### config.mk
export PLATFORM = sky130hd
export DESIGN_NAME = systolic_feeder_flat
export DESIGN_NICKNAME = d
export VERILOG_FILES = /design/src/rtl/systolic_feeder_if.sv /design/src/rtl/systolic_feeder.sv /design/src/flat_wrapper.sv
export SDC_FILE = /design/constraint.sdc
export NUM_CORES = 1
export LEC_CHECK = 0
export CORE_MARGIN = 10
export CORE_UTILIZATION = 53
export CTS_BUF_LIST = sky130_fd_sc_hd__clkbuf_4
export CTS_CLUSTER_DIAMETER = 30
export DETAILED_ROUTE_END_ITERATION = 8
export GPL_ROUTABILITY_DRIVEN = 0
export PLACE_DENSITY = 0.76
export RECOVER_POWER = 100
export SKIP_CTS_REPAIR_TIMING = 1
export SYNTH_ARGS = -nofsm -noshare
export SYNTH_HDL_FRONTEND = slang
export SYNTH_SLANG_ARGS = --single-unit
### constraint.sdc
create_clock -name clk -period 3.6 [get_ports clk]
set_input_delay 0.9 -clock clk [delete_from_list [all_inputs] [get_ports clk]]
set_output_delay 0.9 -clock clk [all_outputs]
set_load 0.02 [all_outputs]
### src/rtl/systolic_feeder_if.sv
// Load bus and array-edge signals of the systolic feeder.
// master = operand loader / array side, slave = the feeder itself.
interface systolic_feeder_if #(
    parameter int N  = 4,
    parameter int DW = 8
);
    logic            in_valid;
    logic            in_ready;
    logic [N*DW-1:0] in_a;
    logic [N*DW-1:0] in_b;
    logic            arr_clr_n;
    logic [N*DW-1:0] a_out;
    logic [N*DW-1:0] b_out;
    logic            busy;
    logic            done;

    modport master (
        output in_valid, in_a, in_b,
        input  in_ready, arr_clr_n, a_out, b_out, busy, done
    );

    modport slave (
        input  in_valid, in_a, in_b,
        output in_ready, arr_clr_n, a_out, b_out, busy, done
    );
endinterface

### src/rtl/systolic_feeder.sv
// Buffers one NxN operand pair, clears the MAC array, then streams skewed,
// zero-padded A rows (west edge) and B columns (north edge) into it.
module systolic_feeder #(
    parameter int N  = 4,
    parameter int DW = 8
) (
    input  logic               clk,
    input  logic               rst,
    systolic_feeder_if.slave   bus
);
    localparam int CW = $clog2(3 * N);
    localparam int IW = (N > 1) ? $clog2(N) : 1;
    localparam logic [CW-1:0] N_C    = CW'(N);
    localparam logic [CW-1:0] K_LAST = CW'(N - 1);
    localparam logic [CW-1:0] C_LAST = CW'(3 * N - 3);

    typedef enum logic [1:0] {S_LOAD, S_CLEAR, S_STREAM, S_DONE} state_t;

    state_t          state_reg;
    logic [CW-1:0]   cnt_reg;
    logic            arr_clr_n_reg;
    logic            done_reg;
    logic [N*DW-1:0] a_out_reg;
    logic [N*DW-1:0] b_out_reg;

    // a_buf[k] holds column k of A, b_buf[k] holds row k of B
    logic [N*DW-1:0] a_buf [N];
    logic [N*DW-1:0] b_buf [N];

    logic            accept;
    logic [CW-1:0]   c_next;
    logic [N*DW-1:0] a_next;
    logic [N*DW-1:0] b_next;

    assign accept = bus.in_valid && (state_reg == S_LOAD);

    always_ff @(posedge clk) begin
        if (accept) begin
            a_buf[cnt_reg[IW-1:0]] <= bus.in_a;
            b_buf[cnt_reg[IW-1:0]] <= bus.in_b;
        end
    end

    // Outputs are registered, so lanes are prepared for the stream cycle
    // that begins at the coming edge.
    assign c_next = (state_reg == S_CLEAR) ? '0 : cnt_reg + 1'b1;

    genvar gi;
    generate
        for (gi = 0; gi < N; gi++) begin : g_lane
            logic [CW:0] diff;
            logic        hit;
            assign diff = {1'b0, c_next} - {1'b0, CW'(gi)};
            assign hit  = !diff[CW] && (diff[CW-1:0] < N_C);
            // lane gi carries A[gi][c-gi] and B[c-gi][gi]: same slot index
            assign a_next[gi*DW +: DW] = hit ? a_buf[diff[IW-1:0]][gi*DW +: DW] : '0;
            assign b_next[gi*DW +: DW] = hit ? b_buf[diff[IW-1:0]][gi*DW +: DW] : '0;
        end
    endgenerate

    always_ff @(posedge clk or negedge rst) begin
        if (!rst) begin
            state_reg     <= S_LOAD;
            cnt_reg       <= '0;
            arr_clr_n_reg <= 1'b1;
            done_reg      <= 1'b0;
            a_out_reg     <= '0;
            b_out_reg     <= '0;
        end else begin
            case (state_reg)
                S_LOAD: begin
                    if (bus.in_valid) begin
                        if (cnt_reg == K_LAST) begin
                            state_reg     <= S_CLEAR;
                            cnt_reg       <= '0;
                            arr_clr_n_reg <= 1'b0;
                        end else begin
                            cnt_reg <= cnt_reg + 1'b1;
                        end
                    end
                end
                S_CLEAR: begin
                    state_reg     <= S_STREAM;
                    cnt_reg       <= '0;
                    arr_clr_n_reg <= 1'b1;
                    a_out_reg     <= a_next;
                    b_out_reg     <= b_next;
                end
                S_STREAM: begin
                    if (cnt_reg == C_LAST) begin
                        state_reg <= S_DONE;
                        cnt_reg   <= '0;
                        done_reg  <= 1'b1;
                        a_out_reg <= '0;
                        b_out_reg <= '0;
                    end else begin
                        cnt_reg   <= c_next;
                        a_out_reg <= a_next;
                        b_out_reg <= b_next;
                    end
                end
                S_DONE: begin
                    state_reg <= S_LOAD;
                    cnt_reg   <= '0;
                    done_reg  <= 1'b0;
                end
                default: begin
                    state_reg <= S_LOAD;
                    cnt_reg   <= '0;
                end
            endcase
        end
    end

    assign bus.in_ready  = (state_reg == S_LOAD);
    assign bus.busy      = (state_reg != S_LOAD);
    assign bus.arr_clr_n = arr_clr_n_reg;
    assign bus.done      = done_reg;
    assign bus.a_out     = a_out_reg;
    assign bus.b_out     = b_out_reg;
endmodule

### src/flat_wrapper.sv
// flat-port wrapper written by rule: the top's interface ports become plain ports
module systolic_feeder_flat 
#(
    parameter int N  = 4,
    parameter int DW = 8
)
  (clk, rst, bus_in_valid, bus_in_a, bus_in_b, bus_in_ready, bus_arr_clr_n, bus_a_out, bus_b_out, bus_busy, bus_done);
  systolic_feeder_if #(.N(N), .DW(DW)) bus_i ();
  input  logic clk;
  input  logic rst;
  input wire logic [$bits(bus_i.in_valid)-1:0] bus_in_valid;
  input wire logic [$bits(bus_i.in_a)-1:0] bus_in_a;
  input wire logic [$bits(bus_i.in_b)-1:0] bus_in_b;
  output wire logic [$bits(bus_i.in_ready)-1:0] bus_in_ready;
  output wire logic [$bits(bus_i.arr_clr_n)-1:0] bus_arr_clr_n;
  output wire logic [$bits(bus_i.a_out)-1:0] bus_a_out;
  output wire logic [$bits(bus_i.b_out)-1:0] bus_b_out;
  output wire logic [$bits(bus_i.busy)-1:0] bus_busy;
  output wire logic [$bits(bus_i.done)-1:0] bus_done;
  assign bus_i.in_valid = bus_in_valid;
  assign bus_i.in_a = bus_in_a;
  assign bus_i.in_b = bus_in_b;
  assign bus_in_ready = bus_i.in_ready;
  assign bus_arr_clr_n = bus_i.arr_clr_n;
  assign bus_a_out = bus_i.a_out;
  assign bus_b_out = bus_i.b_out;
  assign bus_busy = bus_i.busy;
  assign bus_done = bus_i.done;
  systolic_feeder #(.N(N), .DW(DW)) u_core (.clk(clk), .rst(rst), .bus(bus_i));
endmodule
==> impl_metrics.tcl, run 1 <==
set metrics [dict create \
    status "complete, but fails checks" \
    violations "max-capacitance violations, max-slew violations" \
    seq_area_frac_synth 0.724 \
    wirelength_um 27800 \
    die_y_um 177 \
    synth_warnings 0 \
    synth_area_per_cell_um2 16.5 \
    drc_errors 0 \
    relSlewSlack -0.315 \
    synthFlopType "edfxtp_1" \
    rsz0062_at_grt "no" \
    cp-start-kind "input pin" \
    endpoint_kind "flip-flop" \
    postSynthCellCount 796 \
    cp-startpoint "bus_in_valid" \
    cts_root_buf "clkbuf_4" \
    vias 7551 \
    switchingPower_w 0.00502 \
    rows 57 \
    swShare 0.366 \
    clk_pin_slew_ns 0.06 \
    final_antenna_net_count 0 \
    tns_ns 0 \
    clkPwrFrac 0.230 \
    synth_edf_count 256 \
    grt_pass1_vias 8069 \
    final_common_cell "edfxtp_1" \
    maxCapViolations 1 \
    p_seq_frac 0.363 \
    hpwlAfterDp_um 16500 \
    yosysUniqueCellTypes 50 \
    drive_gt1_frac 0.223 \
    cts_buffer_depth 3 \
    first_iter_violations 497 \
    period_share 0.930 \
    fmax_ghz 0.299 \
    h-tree-depth 3 \
    syn_area_um2 13100 \
    antenna_found_initial 4 \
    p_comb_frac 0.407 \
    final_cell_mix "edfxtp_1 (256), dlygate4sd3_1 (133), clkbuf_4 (131)" \
    clk_latency_ns 0.68 \
    portBuffers 134 \
    synth-seq-cells 328 \
    r2r-start "u_core.state_reg[0]$_DFFE_PN0P_" \
    crit_type "in -> reg" \
    skew_ns 0.0434 \
    setup_viol 0 \
    cts-buffers-inserted 84 \
    postSynth.asyncResetShare 0.220 \
    clock-sinks 328 \
    ioPinCount 135 \
    hold_viol_final 0 \
    worst_slew_pin_slew_ns 1.97 \
    min_from "u_core.bus.arr_clr_n$_DFFE_PN1P_" \
    grt_use_total 0.179 \
    final_area_um2 15800 \
    period_needed_ns 3.35 \
    crit_fanout 30 \
    die_area_um2 31400 \
    dr.pass1.iters 5 \
    finalNetCount 1062 \
    cts_tree "done" \
    vdd_ir_drop_max_mv 0.761 \
    die_w_um 177 \
    synthToLayoutAreaGrowth_pct 20.5 \
    hp-class "reg -> reg" \
    grt_first_pass_wirelength_um 43800 \
    fill_cells 1750 \
    synthesis.nets 876 \
    intPower_w 0.00870 \
    grt_max_degree 73 \
    vias_per_cell 5.48 \
    leakage_nw 5.86 \
    post_drt_wl_per_cell_um 20.2 \
    core_area_um2 24300 \
    maxSlewViolCount 73 \
    arrival_ns 3.62 \
    cp_data_required_time_ns 3.87 \
    start_util 0.539 \
    powerDensity_nw_per_um2 868 \
    grt_overflow 0 \
    dpl_cell_area_um2 14800 \
]
[cell usage after synthesis, drive strengths merged, types with 2 or more instances]
master	n	area, µm²
nand3	3	27.5
and3	4	25.0
nor3b	2	15.0
o211ai	2	15.0
o22ai	34	213
nand2	39	146
mux4	32	721
edfxtp	256	7690
ha	13	163
dfrtp	71	1780
xnor2	4	50.1
o21ai	17	85.1
nor2b	19	119
buf	23	149
a21oi	35	175
clkbuf	23	87.6
nor3	3	15.0
a41oi	16	140
mux2i	34	353
o32ai	17	224
inv	59	221
nor2	37	141
mux2	35	394
[kinds of logic after synthesis]
| kind of cell | synth area share |
|---|---|
| flip-flops | 0.724 |
| adder cells (fa/ha/maj) | 0.0124 |
| buffers and inverters | 0.0349 |
| XOR/XNOR | 0.00382 |
| AND/OR/NAND/NOR | 0.0427 |
| AO/OA/AOI/OAI | 0.0703 |
| multiplexers | 0.112 |
[final cells by class]
type	count	area, µm²	area share
Timing Repair Buffer	146	1440	0.0909
Antenna cell	4	10.0	0.000634
Inverter	59	221	0.0140
Clock buffer	130	976	0.0618
Sequential cell	328	9490	0.601
Clock inverter	24	123	0.00776
Tap cell	324	405	0.0257
Multi-Input combinational cell	363	3140	0.199
[critical path, cell delays in order]
cell and delay (ns):
dlygate4sd3_1 0.76, and3_1 1.11, buf_2 0.82
[power groups by stage]
stage / Clock, W / Sequential, W / Combinational [W]
after global routing: 0.00345 / 0.00503 / 0.00604
after CTS: 0.00325 / 0.00499 / 0.00593
after floorplan: 0 / 0.00534 / 0.00379
after global placement: 0 / 0.00504 / 0.00581
final: 0.00315 / 0.00498 / 0.00558
after detailed placement: 0 / 0.00506 / 0.00592
[worst paths after layout]
kind | endpoint | slack [ns] | cells after the start
max in group asynchronous | u_core.cnt_reg[0]$_DFFE_PN0N_ | 1.50 | 1
setup reg to reg | u_core.b_buf[3][14]$_DFFE_PP_ | 0.45 | 4
hold reg to reg | u_core.bus.arr_clr_n$_DFFE_PN1P_ | 0.51 | 2
setup / recovery | u_core.b_buf[3][14]$_DFFE_PP_ | 0.25 | 3
min in group asynchronous | u_core.bus.b_out[19]$_DFFE_PN0P_ | 0.79 | 1
hold / removal | u_core.bus.arr_clr_n$_DFFE_PN1P_ | 0.51 | 2
[routing by layer]
layer  track usage  share of wire
met4        0.0691          0.019
met2         0.299           0.51
met3        0.0495          0.067
met1         0.217           0.41
met5             0              0
[metrics by stage]
stage / utilization / worst slack [ns] / hold slack [ns] / cells / total power, W
after CTS: 0.655 / 0.438 / 0.379 / 1374 / 0.0142
after detailed placement: 0.610 / 0.506 / 0.509 / 1220 / 0.0110
final: 0.650 / 0.252 / 0.513 / 1378 / 0.0137
after floorplan: - / 0.00510 / 0.518 / 796 / 0.00913
after global routing: 0.650 / 0.112 / 0.542 / 1378 / 0.0145
after global placement: 0.610 / 0.618 / 0.504 / 1220 / 0.0109
Power figures use the tool's default switching activity.
==> run 2, diff against run 1 <==
Settings changed: SKIP_CTS_REPAIR_TIMING 1 to unset.
==> results of run 2 <==
No change in the layout: final DEF, timing and power equal those of run 1.
==> run 3, diff against run 2 <==
Settings changed: HOLD_SLACK_MARGIN set to 0.02.
==> results of run 3 <==
No change in the layout: final DEF, timing and power equal those of run 1.
